<file path="src/rtl/hs_pkg.sv">
// Shared HS-SCCH/AGCH constants: FSM encodings, mode codes, section lengths, code generators and CRC polynomial.
package hs_pkg;

  localparam int unsigned PAY_W  = 13;
  localparam int unsigned UEID_W = 16;
  localparam int unsigned CRC_W  = 16;
  localparam int unsigned SR_W   = 8;
  localparam int unsigned CNT_W  = 5;
  localparam int unsigned SYM_W  = 3;
  localparam int unsigned MODE_W = 2;
  localparam int unsigned ST_W   = 3;

  localparam logic [2:0] ST_IDLE   = 3'd0;
  localparam logic [2:0] ST_PAY    = 3'd1;
  localparam logic [2:0] ST_CRC    = 3'd2;
  localparam logic [2:0] ST_TAIL   = 3'd3;
  localparam logic [2:0] ST_FINISH = 3'd4;

  localparam logic [1:0] HS_PART1 = 2'b00;
  localparam logic [1:0] HS_PART2 = 2'b01;
  localparam logic [1:0] HS_AGCH  = 2'b10;
  localparam logic [1:0] HS_RSVD  = 2'b11;

  localparam logic [8:0]  G0       = 9'o557;
  localparam logic [8:0]  G1       = 9'o663;
  localparam logic [8:0]  G2       = 9'o711;
  localparam logic [15:0] CRC_POLY = 16'h1021;

  localparam logic [4:0] LEN_PART1_PAY = 5'd8;
  localparam logic [4:0] LEN_PART2_PAY = 5'd13;
  localparam logic [4:0] LEN_AGCH_PAY  = 5'd6;
  localparam logic [4:0] LEN_CRC       = 5'd16;
  localparam logic [4:0] LEN_TAIL      = 5'd8;

  // Word context captured on start; mask already resolved to the selected UE identity.
  typedef struct packed {
    logic [MODE_W-1:0] mode;
    logic [PAY_W-1:0]  payload;
    logic [UEID_W-1:0] mask;
  } hs_word_t;

  function automatic logic [4:0] pay_len(input logic [1:0] mode);
    case (mode)
      HS_PART2: return LEN_PART2_PAY;
      HS_AGCH:  return LEN_AGCH_PAY;
      default:  return LEN_PART1_PAY;
    endcase
  endfunction

  function automatic logic has_crc(input logic [1:0] mode);
    return (mode != HS_PART1);
  endfunction

endpackage

</file>
<file path="src/rtl/venc_hs_cc.sv">
// Rate-1/3 K=9 convolutional encoder core: 8-bit shift register plus three generator parity trees.
module venc_hs_cc
  import hs_pkg::*;
(
  input  logic             clk,
  input  logic             rst,
  input  logic             clr_i,
  input  logic             en_i,
  input  logic             bit_i,
  output logic [SYM_W-1:0] sym_c_o
);

  logic [SR_W-1:0] sr_q, sr_d;
  logic [SR_W:0]   taps_c;

  always_comb begin
    sr_d = sr_q;
    if (clr_i) begin
      sr_d = '0;
    end else if (en_i) begin
      sr_d = {bit_i, sr_q[SR_W-1:1]};
    end
  end

  always_ff @(posedge clk or posedge rst) begin
    if (rst) begin
      sr_q <= '0;
    end else begin
      sr_q <= sr_d;
    end
  end

  // Generator MSB taps the current input bit, LSB the oldest stored bit.
  assign taps_c  = {bit_i, sr_q};
  assign sym_c_o = {^(G0 & taps_c), ^(G1 & taps_c), ^(G2 & taps_c)};

endmodule

</file>
<file path="src/rtl/venc_hs_enc.sv">
// HS-SCCH/AGCH control-word encoder: payload + UE-masked CRC-16 + 8 tail bits, rate-1/3 K=9 coded.
// Optional: VENC_HS_AGCH_SEC_EN adds ue_id_sec/id_sel to mask AGCH CRC with the secondary E-RNTI.
module venc_hs_enc
  import hs_pkg::*;
(
  input  logic              clk,
  input  logic              rst,
  input  logic              start,
  input  logic [MODE_W-1:0] hs_mode,
  input  logic [PAY_W-1:0]  payload,
  input  logic [UEID_W-1:0] ue_id,
`ifdef VENC_HS_AGCH_SEC_EN
  input  logic [UEID_W-1:0] ue_id_sec,
  input  logic              id_sel,
`endif
  output logic              out_valid,
  input  logic              out_ready,
  output logic [SYM_W-1:0]  out_data,
  output logic              busy,
  output logic              done,
  output logic [ST_W-1:0]   fsm_out
);

  logic [ST_W-1:0]   state_q, state_d;
  hs_word_t          word_q, word_d;
  logic [CRC_W-1:0]  crc_q, crc_d;
  logic [CNT_W-1:0]  cnt_q, cnt_d;
  logic [UEID_W-1:0] mask_sel_c;
  logic [3:0]        pay_idx_c;
  logic [3:0]        crc_idx_c;
  logic              bit_in_c;
  logic              beat_c;
  logic              sr_clr_c;
  logic [SYM_W-1:0]  sym_c;

`ifdef VENC_HS_AGCH_SEC_EN
  assign mask_sel_c = ((hs_mode == HS_AGCH) && id_sel) ? ue_id_sec : ue_id;
`else
  assign mask_sel_c = ue_id;
`endif

  assign out_valid = (state_q == ST_PAY) || (state_q == ST_CRC) || (state_q == ST_TAIL);
  assign beat_c    = out_valid & out_ready;
  assign busy      = (state_q != ST_IDLE);
  assign done      = (state_q == ST_FINISH);
  assign fsm_out   = state_q;
  assign out_data  = out_valid ? sym_c : '0;

  // Encoder input bit for the current section, derived from registers only.
  always_comb begin
    pay_idx_c = 4'(pay_len(word_q.mode) - 5'd1 - cnt_q);
    crc_idx_c = 4'(4'd15 - cnt_q[3:0]);
    bit_in_c  = 1'b0;
    case (state_q)
      ST_PAY:  bit_in_c = word_q.payload[pay_idx_c];
      ST_CRC:  bit_in_c = crc_q[CRC_W-1] ^ word_q.mask[crc_idx_c];
      default: bit_in_c = 1'b0;
    endcase
  end

  always_comb begin
    state_d  = state_q;
    word_d   = word_q;
    crc_d    = crc_q;
    cnt_d    = cnt_q;
    sr_clr_c = 1'b0;
    case (state_q)
      ST_IDLE: begin
        if (start) begin
          if (hs_mode == HS_RSVD) begin
            state_d = ST_FINISH;
          end else begin
            word_d   = '{mode: hs_mode, payload: payload, mask: mask_sel_c};
            crc_d    = '0;
            cnt_d    = '0;
            sr_clr_c = 1'b1;
            state_d  = ST_PAY;
          end
        end
      end
      ST_PAY: begin
        if (beat_c) begin
          crc_d = {crc_q[CRC_W-2:0], 1'b0} ^ ((crc_q[CRC_W-1] ^ bit_in_c) ? CRC_POLY : '0);
          if (cnt_q == pay_len(word_q.mode) - 5'd1) begin
            cnt_d   = '0;
            state_d = has_crc(word_q.mode) ? ST_CRC : ST_TAIL;
          end else begin
            cnt_d = cnt_q + 5'd1;
          end
        end
      end
      ST_CRC: begin
        if (beat_c) begin
          crc_d = {crc_q[CRC_W-2:0], 1'b0};
          if (cnt_q == LEN_CRC - 5'd1) begin
            cnt_d   = '0;
            state_d = ST_TAIL;
          end else begin
            cnt_d = cnt_q + 5'd1;
          end
        end
      end
      ST_TAIL: begin
        if (beat_c) begin
          if (cnt_q == LEN_TAIL - 5'd1) begin
            cnt_d   = '0;
            state_d = ST_FINISH;
          end else begin
            cnt_d = cnt_q + 5'd1;
          end
        end
      end
      ST_FINISH: state_d = ST_IDLE;
      default:   state_d = ST_IDLE;
    endcase
  end

  always_ff @(posedge clk or posedge rst) begin
    if (rst) begin
      state_q <= ST_IDLE;
      word_q  <= '0;
      crc_q   <= '0;
      cnt_q   <= '0;
    end else begin
      state_q <= state_d;
      word_q  <= word_d;
      crc_q   <= crc_d;
      cnt_q   <= cnt_d;
    end
  end

  venc_hs_cc u_cc (
    .clk     (clk),
    .rst     (rst),
    .clr_i   (sr_clr_c),
    .en_i    (beat_c),
    .bit_i   (bit_in_c),
    .sym_c_o (sym_c)
  );

endmodule

</file>
<file path="config.mk">
export PLATFORM = sky130hd
export DESIGN_NAME = venc_hs_enc
export DESIGN_NICKNAME = d
export VERILOG_FILES = /design/src/rtl/hs_pkg.sv /design/src/rtl/venc_hs_cc.sv /design/src/rtl/venc_hs_enc.sv
export SDC_FILE = /design/constraint.sdc
export NUM_CORES = 1
export LEC_CHECK = 0
export CAP_MARGIN = 10
export CELL_PAD_IN_SITES_DETAIL_PLACEMENT = 1
export CELL_PAD_IN_SITES_GLOBAL_PLACEMENT = 2
export CORE_MARGIN = 2
export CORE_UTILIZATION = 39
export DETAILED_ROUTE_END_ITERATION = 8
export PLACE_DENSITY = 0.91
export SLEW_MARGIN = 10
export SYNTH_ARGS = -nofsm -noshare
export SYNTH_HDL_FRONTEND = slang
export SYNTH_SLANG_ARGS = --single-unit
</file>
<file path="constraint.sdc">
create_clock -name clk -period 9 [get_ports clk]
set_clock_uncertainty 0.05 [all_clocks]
set_input_delay 1.35 -clock clk [delete_from_list [all_inputs] [get_ports clk]]
set_output_delay 1.35 -clock clk [all_outputs]
set_load 0.005 [all_outputs]
</file>
==> After elaboration in Yosys (flattened, before gate mapping) <==
Index checks and enable logic that the tools add are counted.
{ "word_totals": {"register_bits": 63, "input_bits": 35, "output_inout_bits": 9, "word_cells": 91} }
{ "classes": {"addsub": 5, "magnitude_cmp": 2, "eq_ne": 18, "mux": 39, "n_bitwise": 5, "n_reduce_logical": 15} }
{ "ops": {"columns": ["op", "n"], "rows": [
  ["$mux W16", 4],
  ["$mux W5", 10],
  ["$pmux W16 S3", 1],
  ["$mux W3", 9],
  ["$reduce_xor A9 Y1", 3],
  ["$pmux W5 S4", 1],
  ["$mux W8", 2],
  ["$xor A16 B13 Y16", 1],
  ["$mux W13", 1],
  ["$pmux W3 S4", 1],
  ["$lt A4 B5 Y1 const B", 2],
  ["$ne A2 B2 Y1 const B", 5],
  ["$bmux W1 S4", 2],
  ["$pmux W4 S2", 1],
  ["$reduce_and A7 Y1", 1],
  ["$eq A3 B2 Y1 const B", 2],
  ["$mux W1", 6],
  ["$ne A2 B1 Y1 const B", 3],
  ["$reduce_and A6 Y1", 1],
  ["$reduce_bool A3 Y1", 2],
  ["$add A5 B1 Y5 const B", 1],
  ["$eq A5 B3 Y1 const B", 1],
  ["$eq A5 B4 Y1 const B", 1],
  ["$eq A5 B5 Y1", 1],
  ["18 further kinds", 22]
]} }

==> Logic depth before layout (Yosys ltp) <==
{ "depth": {"word_depth": 12, "mapped_depth": 11, "mapped_depth_nobuf": 11} }

==> By module <==
From an unflattened synthesis, not the netlist that was laid out.
{ "unflattened": {"cells_unflattened": 365, "hier_area_um2": 3380.7} }
{ "by_module_without_submodules": {"columns": ["module", "n_inst", "cells_each", "area_per_inst_um2", "seq_area_each_um2"], "rows": [
  ["venc_hs_enc", 1, 330, 2924.1, 1376.3],
  ["venc_hs_cc", 1, 35, 456.7, 200.2]
]} }

==> Worst setup path after synthesis <==
No wires, ideal clock.
{ "synth_timing": {"path_kind": "flip-flop to output port", "from": "reg word_q[30] (netlist name)", "to": "out out_data[1]", "t_arrival_ps": 2813, "setup_slack_ps": 4787, "stages_incl_launch_ff": 12, "cell_sequence": "dfrtp_1 > inv_1 > ha_1 > ha_1 > inv_1 > fa_1 > xnor2_1 > mux2_2 > a211oi_1 > a211oi_2 > or3_1 > a21oi_1"} }
{ "synth_between": {"elab_chain_len": 9} }
{ "synth_lines": {"columns": ["item", "line", "source"], "rows": [
  ["from (decl)", "venc_hs_enc.sv:25", "hs_word_t word_q, word_d;"],
  ["from (signal assigned)", "venc_hs_enc.sv:126", "word_q <= word_d;"],
  ["$eq A2 B2 Y1 or $eq A2 B1 Y1 (tied branches)", "hs_pkg.sv:43", "case (mode)"],
  ["$pmux W4 S2 (*)", "hs_pkg.sv:43", null],
  ["$sub A4 B1 Y4 (*)", "venc_hs_enc.sv:51", "pay_idx_c = 4'(pay_len(word_q.mode) - 5'd1 - cnt_q);"],
  ["$sub A4 B4 Y4 (*)", "venc_hs_enc.sv:51", null],
  ["$bmux W1 S4 (*)", "venc_hs_enc.sv:55", "ST_PAY: bit_in_c = word_q.payload[pay_idx_c];"],
  ["$mux W1 (not written as such) (*)", "venc_hs_enc.sv:55", null],
  ["$pmux W1 S2 (*)", "venc_hs_enc.sv:54", "case (state_q)"],
  ["$reduce_xor A9 Y1 (*)", "venc_hs_cc.sv:35", "assign sym_c_o = {^(G0 & taps_c), ^(G1 & taps_c), ^(G2 & taps_c)};"],
  ["$mux W3 (*)", "venc_hs_enc.sv:47", "assign out_data = out_valid ? sym_c : '0;"],
  ["to (decl)", "venc_hs_enc.sv:18", "output logic [SYM_W-1:0] out_data,"]
]} }
Every way passes the cells marked *; elsewhere a longest branch is shown, timed or not. The select of a mux whose other input is x is not followed.

==> Final worst setup path <==
{ "layout_timing": {"from": "reg word_q[30] (netlist name)", "to": "out out_data[0]"} }
The elaborated chain is that of the path after synthesis.

==> results.yml <==
synthesis:
  synth_mux_area_share_pct: 17.5
  syn_avg_cell_area_um2: 11.0
  yosys.area_share.simple_pct: 15.2
  synthCells: 309
  dominantRegCellSynth: "dfrtp_1"
  synth_edf_count: 0
  synthAdderAreaFrac_pct: 3.91
  synth_top_family_by_area: "multiplexers"
  synth-xor-area-share_pct: 3.87
  yosys_warnings: 0
  synth_compound_area_share_pct: 9.29
  synth_cell_types: 51
  synth_area_mm2: 0.00340
  ys_seq_area_share_pct: 46.4
  synth-seq-cells: 63
  synthesis.nets: 354
  synthArstFlopShare_pct: 100
hold_path:
  min_from: "crc_q[8]"
  hold_class: "reg -> reg"
routing:
  wl_per_cell_um: 16.5
  dr.pass1.iters: 4
  ant_nets: 0
  dr_wl_met3_um: 264
  vias: 2459
  drt_iter0_markers: 101
  drc: 0
  met2_length_um: 3720
  viasPerCell: 5.31
  routed_wl_um: 7630
  wl_met1_um: 3520
  highest_layer: "met4"
floorplanning:
  rows: 34
  die_area_mm2: 0.00947
  core_area_mm2: 0.00859
  die_y_um: 97.3
  die_w_um: 97.3
  ios: 44
  start_util_pct: 39.5
timing:
  post-route-period-util_pct: 59.9
  whs_ps: 422
  worst_pin_slew_ps: 1120
  rsz0062_at_grt: "no"
  finalSetupTns_ps: 0
  report.final.slew_viol_count: 0
  max_freq_mhz: 185
  maxSlewHeadroom_pct: 24.9
  post-route-min-period_ps: 5390
  hold_viol: 0
  setup_viol: 0
worst_setup_path:
  path_cells: "inv_1 > ha_1 > ha_1 > inv_1 > fa_1 > xnor2_1 > mux2_2 > a211oi_1 > a211oi_2 > or3_1 > a21oi_1 > clkdlybuf4s50_1"
  path_delay_family: "adder cells"
  path_class: "reg -> out"
  r2r_start: "word_q[30]"
  cpMaxStageDelayCell: "clkdlybuf4s50_1"
  start_kind: "flip-flop"
  critical_path.endpoint_type: "primary output"
  cp_max_fo: 7
  cp_data_required_time_ps: 7600
  critical_path.max_stage_delay_ps: 510
  crit_buf_inv: 3
  crit_start: "word_q[30]"
  crit_arrival_ps: 3990
cts:
  cts.sinks: 63
  cts_root_buf: "clkbuf_8"
  post_cts_buffers: 0
  hold_buffers: 0
  clockBufferDepth: 2
  h-tree-depth: 3
  cts_tree: "built"
  cts_buffers: 9
  clk_pin_slew_ps: 70
  clock_latency_ps: 340
  cts_resized: 0
layout:
  design.final.nets: 395
  final_common_cell: "dfrtp_1"
  final_cell_mix: "63 x dfrtp_1, 44 x nand2_1, 43 x clkdlybuf4s50_1"
  antenna_cells: 0
  drive_gt1_share_pct: 18.3
  fillCellCount: 950
  area_delta_synth_final_pct: 23.7
  utilization_pct: 48.9
pwr:
  vdd_drop_max_mv: 0.137
  powerDensity_mw_per_mm2: 389
  total_power_mw: 1.63
  power_leakage_nw: 1.87
status:
  outcome: "finished clean"
global_routing:
  grt_max_degree: 64
  antenna_found_initial: 0
  grt-ovfl-total: 0
  grt_first_pass_wirelength_um: 13300
  track_usage_pct: 17.7
  grt_pass1_vias: 2633
job:
  maxCapViolCount: 0
placed_design:
  gp_congestion: 0.780
  io_buffers: 43
  dpl.hpwl_um: 5550
==> cell families after synthesis <==
kind of cell,after synthesis
compound gates,45
simple gates,100
buf+inv,30
fa+ha+maj,10
mux,46
xor+xnor,15
flops,63
==> sequential cells by signal (all words and copies together) (netlist names) <==
signal     flops
u_cc.sr_q      8
crc_q         16
word_q        31
fsm_out        3
cnt_q          5
==> final timing paths <==
path	slack, ps	end	depth (start not counted)
min in group asynchronous	1500	crc_q[7]	3
min reg2reg	420	crc_q[8]	2
max	3610	out_data[0]	12
max in group asynchronous	6890	u_cc.sr_q[4]	3
min	420	crc_q[8]	2
max reg2reg	5730	crc_q[5]	11
==> power breakdown <==
part | internal [mW] | switching [mW]
registers | 0.389 | 0.104
logic | 0.407 | 0.378
clock network | 0.241 | 0.115
==> worst reg2reg max path: cells and delay by family, from the launching register on <==
kind | cells | cell delay, ps
flops | 1 | 410
compound gates | 3 | 750
mux | 2 | 730
fa+ha+maj | 3 | 740
buf+inv | 2 | 160
xor+xnor | 1 | 350
==> synth_stat cells (3+ instances only) <==
| cell | instances | area, um^2 |
|---|---|---|
| dfrtp_1 | 63 | 1580 |
| nand2_1 | 44 | 165 |
| mux2_2 | 34 | 383 |
| nand3_1 | 18 | 90.1 |
| inv_1 | 14 | 52.6 |
| clkbuf_1 | 10 | 37.5 |
| o21ai_0 | 10 | 50.1 |
| a22o_1 | 9 | 78.8 |
| ha_1 | 9 | 113 |
| xnor2_1 | 9 | 78.8 |
| a21oi_1 | 7 | 35.0 |
| xor2_1 | 6 | 52.6 |
| mux2i_1 | 5 | 50.1 |
| nand2b_1 | 5 | 31.3 |
| nor2b_1 | 5 | 31.3 |
| or3_1 | 5 | 31.3 |
| a31oi_1 | 4 | 25.0 |
| buf_2 | 4 | 20.0 |
| and2_1 | 3 | 18.8 |
| mux4_1 | 3 | 78.8 |
| mux4_2 | 3 | 67.6 |
| nor2_1 | 3 | 11.3 |
| nor3_1 | 3 | 15.0 |
==> metal layers <==
metal  vias up  global-route usage (%)
met3        10                    3.60
met1      1226                    23.0
met5         -                       0
li1       1178                       -
met4         0                    6.73
met2        45                    29.4
==> stage by stage <==
step	std cells	worst slack [ps]	cell area (um^2)
after floorplan	309	4790	3400
after global placement	447	4160	3910
after detailed placement	447	3960	3910
after CTS	463	3570	4200
after global routing	463	3340	4200
final	463	3610	4200
==> area by class of cell <==
| type | count | area, um^2 | share of cell area (%) |
|---|---|---|---|
| Clock buffer | 9 | 124 | 2.95 |
| Multi-Input combinational cell | 216 | 1690 | 40.3 |
| Timing Repair Buffer | 46 | 453 | 10.8 |
| Clock inverter | 7 | 168 | 3.99 |
| Inverter | 14 | 52.6 | 1.25 |
| Sequential cell | 63 | 1580 | 37.5 |
| Tap cell | 108 | 135 | 3.22 |
Note: power is estimated with default switching activity, not from simulation.
